===== config.mk =====
export PLATFORM = sky130hd
export DESIGN_NAME = pattern_generator_flat
export DESIGN_NICKNAME = d
export VERILOG_FILES = /design/src/rtl/prbs_pkg.sv /design/src/rtl/pattern_generator_if.sv /design/src/rtl/pattern_generator_prbs15.sv /design/src/rtl/pattern_generator.sv /design/src/flat_wrapper.sv
export SDC_FILE = /design/constraint.sdc
export NUM_CORES = 1
export LEC_CHECK = 0
export CAP_MARGIN = 5
export CORE_MARGIN = 1
export CORE_UTILIZATION = 40
export CTS_CLUSTER_SIZE = 8
export DETAILED_ROUTE_END_ITERATION = 10
export HOLD_SLACK_MARGIN = 0.08
export PLACE_DENSITY = 0.62
export SLEW_MARGIN = 20
export SYNTH_ARGS = -nofsm -noshare
export SYNTH_HDL_FRONTEND = slang
export SYNTH_SLANG_ARGS = --single-unit

===== constraint.sdc =====
create_clock -name CLK -period 2.79 [get_ports CLK]
set_input_delay 0.837 -clock CLK [delete_from_list [all_inputs] [get_ports CLK]]
set_output_delay 0.837 -clock CLK [all_outputs]
set_load 0.01 [all_outputs]

===== src/rtl/prbs_pkg.sv =====
// Shared definitions for the PRBS link: generator FSM states, PRBS-15 taps,
// the default sync word and a byte-select helper for it.
package prbs_pkg;

  typedef enum logic [1:0] {
    GEN_IDLE    = 2'd0,
    GEN_PATTERN = 2'd1,
    GEN_PRBS    = 2'd2,
    GEN_DONE    = 2'd3
  } gen_state_e;

  // x^15 + x^14 + 1: feedback from state bits 14 and 13
  localparam int unsigned PRBS_TAP_HI = 14;
  localparam int unsigned PRBS_TAP_LO = 13;

  localparam logic [31:0] SYNC_WORD = 32'hAABBCCDD;

  // Index 0 selects the most significant byte, which goes on the wire first.
  function automatic logic [7:0] sync_byte(input logic [31:0] word, input logic [1:0] idx);
    logic [7:0] b;
    case (idx)
      2'd0:    b = word[31:24];
      2'd1:    b = word[23:16];
      2'd2:    b = word[15:8];
      default: b = word[7:0];
    endcase
    return b;
  endfunction

endpackage


===== src/rtl/pattern_generator_if.sv =====
// Byte-stream interface between the pattern generator and its controller.
// The controller (master) issues start/n/hold; the generator (slave) drives the stream.
interface pattern_generator_if;
  logic       start;
  logic [7:0] n;
  logic       hold;
  logic [7:0] out;
  logic       out_valid;
  logic       busy;
  logic       done;

  modport master (
    output start, n, hold,
    input  out, out_valid, busy, done
  );

  modport slave (
    input  start, n, hold,
    output out, out_valid, busy, done
  );
endinterface


===== src/rtl/pattern_generator_prbs15.sv =====
// PRBS-15 (x^15+x^14+1) byte generator: eight LFSR steps per cycle, first
// generated bit lands in prbs_byte[7]. A load presents the seed's byte in the same cycle.
module prbs15_byte_gen
  import prbs_pkg::*;
#(
  parameter logic [14:0] SEED = 15'h7FFF
) (
  input  logic        CLK,
  input  logic        RSTn,
  input  logic        load,
  input  logic        advance,
  input  logic [14:0] seed,
  output logic [7:0]  prbs_byte
);

  logic [14:0] lfsr_q;
  logic [14:0] stage [0:8];

  // On load the chain starts from the seed, so load+advance emits the seed's byte
  assign stage[0] = load ? seed : lfsr_q;

  genvar gi;
  for (gi = 0; gi < 8; gi++) begin : g_step
    logic fb;
    assign fb               = stage[gi][PRBS_TAP_HI] ^ stage[gi][PRBS_TAP_LO];
    assign stage[gi+1]      = {stage[gi][13:0], fb};
    assign prbs_byte[7-gi]  = fb;
  end

  always_ff @(posedge CLK or negedge RSTn) begin
    if (!RSTn) begin
      lfsr_q <= SEED;
    end else if (advance) begin
      lfsr_q <= stage[8];
    end else if (load) begin
      lfsr_q <= stage[0];
    end
  end

endmodule


===== src/rtl/pattern_generator.sv =====
// Transmit-side sync/PRBS burst generator: n copies of the 4-byte sync word, then
// optionally PRBS_BYTES PRBS-15 bytes (compiled in with PATTERN_GEN_PRBS_EN).
module pattern_generator
  import prbs_pkg::*;
#(
  parameter logic [31:0] PATTERN    = SYNC_WORD,
  parameter logic [14:0] PRBS_SEED  = 15'h7FFF,
  parameter logic [15:0] PRBS_BYTES = 16'd64
) (
  input  logic                CLK,
  input  logic                RSTn,
  pattern_generator_if.slave  bus
);

  localparam logic [1:0] ST_IDLE    = GEN_IDLE;
  localparam logic [1:0] ST_PATTERN = GEN_PATTERN;
  localparam logic [1:0] ST_PRBS    = GEN_PRBS;
  localparam logic [1:0] ST_DONE    = GEN_DONE;

  logic [1:0] state_q, state_d;
  logic [1:0] idx_q, idx_d;
  logic [7:0] rep_q, rep_d;
  logic [7:0] n_q, n_d;
  logic [7:0] out_q, out_d;
  logic       valid_q, valid_d;
  logic       busy_q, busy_d;
  logic       done_q, done_d;
  logic       enter_tail;

`ifdef PATTERN_GEN_PRBS_EN
  logic [15:0] cnt_q, cnt_d;
  logic        prbs_load;
  logic        prbs_advance;
  logic [7:0]  prbs_byte;

  // Kept outside the FSM block so the generator's byte never loops back through it
  assign prbs_load = (state_q == ST_IDLE) && bus.start;

  prbs15_byte_gen #(
    .SEED (PRBS_SEED)
  ) u_prbs (
    .CLK       (CLK),
    .RSTn      (RSTn),
    .load      (prbs_load),
    .advance   (prbs_advance),
    .seed      (PRBS_SEED),
    .prbs_byte (prbs_byte)
  );
`else
  wire unused_prbs_cfg = ^{PRBS_SEED, PRBS_BYTES};
`endif

  // Registers describe the byte currently on the wire; each unheld edge produces the next one.
  always_comb begin
    state_d    = state_q;
    idx_d      = idx_q;
    rep_d      = rep_q;
    n_d        = n_q;
    out_d      = out_q;
    valid_d    = 1'b0;
    done_d     = 1'b0;
    enter_tail = 1'b0;
`ifdef PATTERN_GEN_PRBS_EN
    cnt_d        = cnt_q;
    prbs_advance = 1'b0;
`endif

    case (state_q)
      ST_IDLE: begin
        if (bus.start) begin
          n_d   = bus.n;
          rep_d = 8'd1;
          idx_d = 2'd0;
`ifdef PATTERN_GEN_PRBS_EN
          cnt_d = 16'd0;
`endif
          if (bus.n != 8'd0) begin
            state_d = ST_PATTERN;
            out_d   = sync_byte(PATTERN, 2'd0);
            valid_d = 1'b1;
          end else begin
            enter_tail = 1'b1;
          end
        end
      end

      ST_PATTERN: begin
        if (!bus.hold) begin
          if (idx_q == 2'd3) begin
            if (rep_q == n_q) begin
              enter_tail = 1'b1;
            end else begin
              rep_d   = rep_q + 8'd1;
              idx_d   = 2'd0;
              out_d   = sync_byte(PATTERN, 2'd0);
              valid_d = 1'b1;
            end
          end else begin
            idx_d   = idx_q + 2'd1;
            out_d   = sync_byte(PATTERN, idx_q + 2'd1);
            valid_d = 1'b1;
          end
        end
      end

`ifdef PATTERN_GEN_PRBS_EN
      ST_PRBS: begin
        if (!bus.hold) begin
          if (cnt_q == PRBS_BYTES) begin
            state_d = ST_DONE;
            done_d  = 1'b1;
          end else begin
            out_d        = prbs_byte;
            valid_d      = 1'b1;
            prbs_advance = 1'b1;
            cnt_d        = cnt_q + 16'd1;
          end
        end
      end
`endif

      ST_DONE: state_d = ST_IDLE;

      default: state_d = ST_IDLE;
    endcase

    // Pattern phase finished (or skipped): PRBS payload if present, else straight to DONE
    if (enter_tail) begin
`ifdef PATTERN_GEN_PRBS_EN
      if (PRBS_BYTES == 16'd0) begin
        state_d = ST_DONE;
        done_d  = 1'b1;
      end else begin
        state_d      = ST_PRBS;
        out_d        = prbs_byte;
        valid_d      = 1'b1;
        prbs_advance = 1'b1;
        cnt_d        = 16'd1;
      end
`else
      state_d = ST_DONE;
      done_d  = 1'b1;
`endif
    end

    busy_d = (state_d != ST_IDLE);
  end

  always_ff @(posedge CLK or negedge RSTn) begin
    if (!RSTn) begin
      state_q <= ST_IDLE;
      idx_q   <= 2'd0;
      rep_q   <= 8'd0;
      n_q     <= 8'd0;
      out_q   <= 8'd0;
      valid_q <= 1'b0;
      busy_q  <= 1'b0;
      done_q  <= 1'b0;
`ifdef PATTERN_GEN_PRBS_EN
      cnt_q   <= 16'd0;
`endif
    end else begin
      state_q <= state_d;
      idx_q   <= idx_d;
      rep_q   <= rep_d;
      n_q     <= n_d;
      out_q   <= out_d;
      valid_q <= valid_d;
      busy_q  <= busy_d;
      done_q  <= done_d;
`ifdef PATTERN_GEN_PRBS_EN
      cnt_q   <= cnt_d;
`endif
    end
  end

  assign bus.out       = out_q;
  assign bus.out_valid = valid_q;
  assign bus.busy      = busy_q;
  assign bus.done      = done_q;

endmodule

===== src/flat_wrapper.sv =====
// flat-port wrapper written by rule: the top's interface ports become plain ports
module pattern_generator_flat import prbs_pkg::*;
#(
  parameter logic [31:0] PATTERN    = SYNC_WORD,
  parameter logic [14:0] PRBS_SEED  = 15'h7FFF,
  parameter logic [15:0] PRBS_BYTES = 16'd64
)
  (CLK, RSTn, bus_start, bus_n, bus_hold, bus_out, bus_out_valid, bus_busy, bus_done);
  pattern_generator_if bus_i ();
  input  logic CLK;
  input  logic RSTn;
  input wire logic [$bits(bus_i.start)-1:0] bus_start;
  input wire logic [$bits(bus_i.n)-1:0] bus_n;
  input wire logic [$bits(bus_i.hold)-1:0] bus_hold;
  output wire logic [$bits(bus_i.out)-1:0] bus_out;
  output wire logic [$bits(bus_i.out_valid)-1:0] bus_out_valid;
  output wire logic [$bits(bus_i.busy)-1:0] bus_busy;
  output wire logic [$bits(bus_i.done)-1:0] bus_done;
  assign bus_i.start = bus_start;
  assign bus_i.n = bus_n;
  assign bus_i.hold = bus_hold;
  assign bus_out = bus_i.out;
  assign bus_out_valid = bus_i.out_valid;
  assign bus_busy = bus_i.busy;
  assign bus_done = bus_i.done;
  pattern_generator #(.PATTERN(PATTERN), .PRBS_SEED(PRBS_SEED), .PRBS_BYTES(PRBS_BYTES)) u_core (.CLK(CLK), .RSTn(RSTn), .bus(bus_i));
endmodule

==> results of run 1 <==
-- synthesized netlist by cell type (2+ instances only) --
master / n / area [um^2]
buf_6: 2 / 22.52
xnor2_1: 8 / 70.07
nor4_1: 3 / 18.77
a21o_1: 2 / 15.01
nand2b_1: 3 / 18.77
nand4_1: 2 / 12.51
or4_1: 2 / 15.01
o21ai_0: 4 / 20.02
a32o_1: 3 / 30.03
o22ai_1: 2 / 12.51
nand2_1: 8 / 30.03
nand3_1: 5 / 25.02
nor2_2: 2 / 12.51
mux2_2: 8 / 90.09
ha_1: 2 / 25.02
a21oi_1: 2 / 10.01
inv_1: 4 / 15.01
nor2_1: 2 / 7.510
dfrtp_1: 27 / 675.7
buf_4: 4 / 30.03
o211ai_1: 2 / 15.01
a22oi_1: 2 / 15.01
-- logic make-up (layout without fill, tap and decap cells) --
family,Yosys count,in the layout,synth area share
muxes,9,9,0.07273
adders and majority gates,2,2,0.01818
and+or+nand+nor,41,41,0.1882
xor gates and xnor gates,8,8,0.05091
DFF,27,27,0.4909
AOI/OAI and AO/OA,22,22,0.1264
buffers and inverters,11,32,0.05272
-- worst paths after layout --
check                                              start  cells after the start  slack [ns]                            end
setup / recovery           u_core.bus.out[5]$_DFFE_PN0P_                      1        0.69                     bus_out[1]
hold / removal             u_core.bus.out[3]$_DFFE_PN0P_                      1        0.52  u_core.bus.out[3]$_DFFE_PN0P_
setup reg to reg             u_core.rep_q[3]$_DFFE_PN0P_                      5        1.09  u_core.bus.out[6]$_DFFE_PN0P_
hold reg to reg            u_core.bus.out[3]$_DFFE_PN0P_                      1        0.52  u_core.bus.out[3]$_DFFE_PN0P_
max in group asynchronous                           RSTn                      2        1.68    u_core.idx_q[0]$_DFFE_PN0P_
min in group asynchronous                           RSTn                      2        0.85      u_core.bus.busy$_DFF_PN0_
-- placed cells by master (no fill, tap or decap), drive strengths merged, types with 3 or more instances in the layout --
master / Yosys / routed
nand3: 5 / 5
clkbuf: 0 / 3
xnor2: 8 / 8
dfrtp: 27 / 27
o21ai: 4 / 4
and3: 3 / 3
nand2b: 3 / 3
nor2: 4 / 4
mux2: 8 / 8
nand4: 3 / 3
a32o: 3 / 3
nand2: 9 / 9
clkdlybuf4s50: 0 / 22
a21o: 3 / 3
a22oi: 3 / 3
inv: 4 / 4
nor4: 3 / 3
-- routing by layer --
| layer | vias up | wire (um) | GRT usage |
|---|---|---|---|
| li1 | 474 | - | - |
| met1 | 478 | 1184 | 0.2260 |
| met2 | 30 | 1141 | 0.2527 |
| met3 | 8 | 145 | 0.04051 |
| met4 | 0 | 53 | 0.07143 |
| met5 | - | 0 | 0 |
-- through the flow --
| step | area [um^2] | setup WS, ns | total power (W) |
|---|---|---|---|
| finish | 1637 | 0.6895 | 0.001343 |
| floorplan | 1376 | 0.8396 | 0.001025 |
| global placement | 1609 | 0.4626 | 0.001182 |
| CTS | 1637 | 0.6726 | 0.001363 |
| global route | 1637 | 0.6091 | 0.001456 |
| detailed placement | 1609 | 0.4319 | 0.001192 |
-- flip-flops by register name (all words and copies together), names as in the netlist --
signal and flops:
u_core.idx_q 2, u_core.state_q 2, u_core.n_q 8, u_core.bus.busy 1, u_core.bus.out 4, u_core.bus.done 1, u_core.bus.out_valid 1, u_core.rep_q 8
-- power groups by stage --
stage | combinational [W] | clock [W] | sequential, W
6_report | 0.000546 | 0.000166 | 0.000632
3_5_place_dp | 0.000549 | 0 | 0.000643
3_3_place_gp | 0.000543 | 0 | 0.000638
4_1_cts | 0.000553 | 0.000176 | 0.000634
5_1_grt | 0.000609 | 0.000195 | 0.000651
2_1_floorplan | 0.000395 | 0 | 0.000630
-- layout make-up --
cell class / instances / area [um^2] / share of cell area
clock buffer: 3 / 22.52 / 0.01376
clock inverter: 1 / 5.005 / 0.003058
inverter: 4 / 15.01 / 0.009174
multi-input combinational: 82 / 628.1 / 0.3838
sequential: 27 / 675.6 / 0.4128
tap: 44 / 55.05 / 0.03364
timing repair buffer: 24 / 235.2 / 0.1437
==> impl_metrics.yaml, run 1 <==
job:
  maxCapViolCount: 0
floorplan:
  initial_core_util: 0.4365
  rows: 20
  coreArea_um2: 3153
  ios: 23
  die_height_um: 60.66
  dieWidth_um: 60.66
  die_area_um2: 3680
pwr:
  p_per_area_nw_per_um2: 820.9
  switchingPower_w: 0.0004514
  power.leakage_nw: 0.6369
  clkPwrFrac: 0.124
  pwr-share-seq: 0.470
  swShare: 0.3360
  ir_drop_v: 0.0003834
  internal-power_w: 0.0008920
  combPwrFrac: 0.406
cells_and_area:
  num-fill-cells: 306
  antenna_cells: 0
  final_nets: 156
  instances_no_fill: 185
  syn_to_final_growth_pct: 18.91
  postLayoutCoreUtil: 0.5190
  layout-drive-gt1-share: 0.1915
synthesis:
  synth_edf_count: 0
  yosysWarnings: 0
  seq_area_frac_synth: 0.4909
  async_flop_share: 1.000
  syn_inst: 120
  synth_nets: 134
  synth-seq-cells: 27
  synth_flop_cell: "dfrtp_1"
  syn_area_um2: 1376
  ys_types: 43
  avgSynthCellArea_um2: 11.47
grt:
  grt_pass1_wl_mm: 4.402
  antenna_found_initial: 0
  track_usage: 0.1660
  first_global_vias: 950
  grt_max_degree: 28
  overflow: 0
drt:
  vias: 990
  drtIter0Drc: 19
  antenna_left: 0
  first_pass_iters: 4
  drcViolationCount: 0
  wl_per_cell_um: 13.64
  via_per_inst: 5.351
  drt_wl_total_mm: 2.524
setup_path:
  crit_path_top_delay_cell: "clkdlybuf4s50_1"
  path_cells: "clkdlybuf4s50_1"
  cp_top_family: "buffers and inverters"
  crit_arrival_ns: 1.26
  cp-end-kind: "output pin"
  crit_required_ns: 1.95
  crit_buf_inv: 1
  crit_type: "reg -> out"
  critical_path.startpoint_type: "flop"
  crit_fanout: 3
  critPathMaxStageDelay_ns: 0.55
sta:
  post-route-period-util: 0.7529
  slew_violations: 0
  tightest_slew_ns: 0.6459
  skew_ns: 0.01092
  hold_ws_ns: 0.5159
  hold_viol_final: 0
  max_freq_mhz: 476.1
  rsz0062_at_grt: "no"
  setup-tns-final_ns: 0
  period_needed_ns: 2.100
  relSlewSlack: 0.5685
  setup_viol: 0
clocking:
  cts.clk_slew.worst_paths_ns: 0.13
  tritoncts: "done"
  clock_latency_ns: 0.33
  cts_buffers: 3
  postCtsHoldBufs: 0
  cts-htree-levels: 1
  post_cts_resize_count: 0
  cts_sinks: 27
  postCtsSetupBuffers: 0
  clk_path_buf_depth: 2
  clockRootBuffer: "clkbuf_4"
placement:
  gp_congestion: 0.8945
  numPortBuffers: 22
  dp.cells: 181
  place_hpwl_mm: 1.952
outcome:
  status: "finished, final reports clean"
min_path:
  hold_class: "reg -> reg"
Note: power is estimated with default switching activity, not from simulation.
==> run 2: changes to the inputs <==
PLACE_DENSITY = 0.64   (was 0.62)
clock period = 1.74 ns   (was 2.79 ns; I/O delays follow)
==> run 2 against run 1 <==
  * Clock power grew 66%
  * Routed wire length grew 9.1%
  * Core utilization grew 3.1 points
==> impl_metrics.yaml, run 2 (same netlist as run 1, synthesis figures left out) <==
setup_path:
  crit_arrival_ns: 1.91
  crit_required_ns: 1.96
  crit_type: "reg -> reg"
  critical_path.startpoint_type: "flop"
  crit_fanout: 6
  cp-end-kind: "flop"
pwr:
  finalPower_w: 0.002231
  p_per_area_nw_per_um2: 1286
  ir_drop_v: 0.0005624
  power.leakage_nw: 0.7262
cells_and_area:
  design_area_um2: 1734
  mostFrequentLayoutCell: "dfrtp_1"
  final_cell_mix: "dfrtp_1, buf_4, clkdlybuf4s50_1"
  num-fill-cells: 295
  final_nets: 168
  postLayoutCoreUtil: 0.5500
  layout-drive-gt1-share: 0.2745
  syn_to_final_growth_pct: 26.00
  antenna_cells: 0
clocking:
  cts_buffers: 3
  cts_sinks: 27
  cts-htree-levels: 1
  cts.clk_slew.worst_paths_ns: 0.14
  tritoncts: "done"
  clockRootBuffer: "clkbuf_4"
  clk_path_buf_depth: 2
  clock_latency_ns: 0.33
drt:
  antenna_left: 0
  drtIter0Drc: 50
  vias: 1035
  first_pass_iters: 4
  drt_wl_total_mm: 2.753
  wl_per_cell_um: 13.97
  via_per_inst: 5.254
  drcViolationCount: 0
placement:
  placed_cell_area_um2: 1677
  gp_congestion: 0.7723
  place_hpwl_mm: 2.017
  numPortBuffers: 22
sta:
  period_needed_ns: 1.690
  hold_viol_final: 0
  hold_ws_ns: 0.5244
  max_freq_mhz: 591.8
  relSlewSlack: 0.7715
  setup_viol: 0
  setup-tns-final_ns: 0
  post-route-period-util: 0.9712
  slew_violations: 0
  tightest_slew_ns: 0.3427
  skew_ns: 0.003102
grt:
  first_global_vias: 948
  overflow: 0
  grt_max_degree: 28
  grt_pass1_wl_mm: 4.533
  antenna_found_initial: 0
  track_usage: 0.1693
floorplan:
  rows: 20
  coreArea_um2: 3153
  initial_core_util: 0.4365
  dieWidth_um: 60.66
  die_area_um2: 3680
  die_height_um: 60.66
  ios: 23
outcome:
  status: "finished, final reports clean"
job:
  maxCapViolCount: 0
min_path:
  hold_class: "reg -> reg"
==> run 2: final timing paths <==
path | from | endpoint | slack, ns | cells past startpoint
max in group asynchronous | RSTn | u_core.rep_q[0]$_DFFE_PN0P_ | 0.92 | 2
min in group asynchronous | RSTn | u_core.bus.busy$_DFF_PN0_ | 0.55 | 2
worst max-delay path | u_core.rep_q[3]$_DFFE_PN0P_ | u_core.bus.out[3]$_DFFE_PN0P_ | 0.05 | 5
worst min register to register | u_core.bus.out[6]$_DFFE_PN0P_ | u_core.bus.out[6]$_DFFE_PN0P_ | 0.52 | 1
worst max register to register | u_core.rep_q[3]$_DFFE_PN0P_ | u_core.bus.out[3]$_DFFE_PN0P_ | 0.05 | 5
worst min-delay path | u_core.bus.out[6]$_DFFE_PN0P_ | u_core.bus.out[6]$_DFFE_PN0P_ | 0.52 | 1
==> run 2: area by class of cell <==
type	count	area, um^2	share of cell area
inverter	4	15.01	0.008658
clock buffer	4	26.28	0.01515
sequential	27	679.4	0.3918
tap	44	55.05	0.03175
multi-input combinational	82	635.6	0.3665
timing repair buffer	36	322.8	0.1861
==> run 2: power by group <==
| part | internal, W | leakage [nW] | switching (W) |
|---|---|---|---|
| combinational | 0.000537 | 0.407 | 0.000397 |
| clock | 0.0000900 | 0.0150 | 0.000185 |
| sequential | 0.000843 | 0.304 | 0.000178 |
==> run 2: what timing repair did <==
item                                    in CTS  in global routing
hold buffers                                 0                  0
setup buffers                                2                  1
endpoints found under the setup margin       8                  6
resized for setup                            8                  7
==> run 2: worst max-delay path: stages (launching register included) <==
cell and delay [ns]:
dfrtp_2 0.48, xnor2_1 0.17, nand4_1 0.19, or3_4 0.46, a22oi_4 0.20, nand2b_1 0.10
==> run 2: layer usage <==
| layer | part of all wire | vias to the layer above | global-route usage | wire length (um) |
|---|---|---|---|---|
| li1 | - | 499 | - | - |
| met5 | 0 | - | 0 | 0 |
| met2 | 0.47 | 33 | 0.2669 | 1290 |
| met1 | 0.47 | 498 | 0.2342 | 1287 |
| met4 | 0.013 | 0 | 0.05844 | 35 |
| met3 | 0.051 | 5 | 0.03198 | 140 |
==> run 2: metrics by stage <==
stage	setup WS, ns	instances
after floorplan	0.1046	120
after global placement	-0.2260	190
after detailed placement	-0.2613	190
after CTS	0.01234	196
after global routing	-0.01729	197
final	0.05015	197
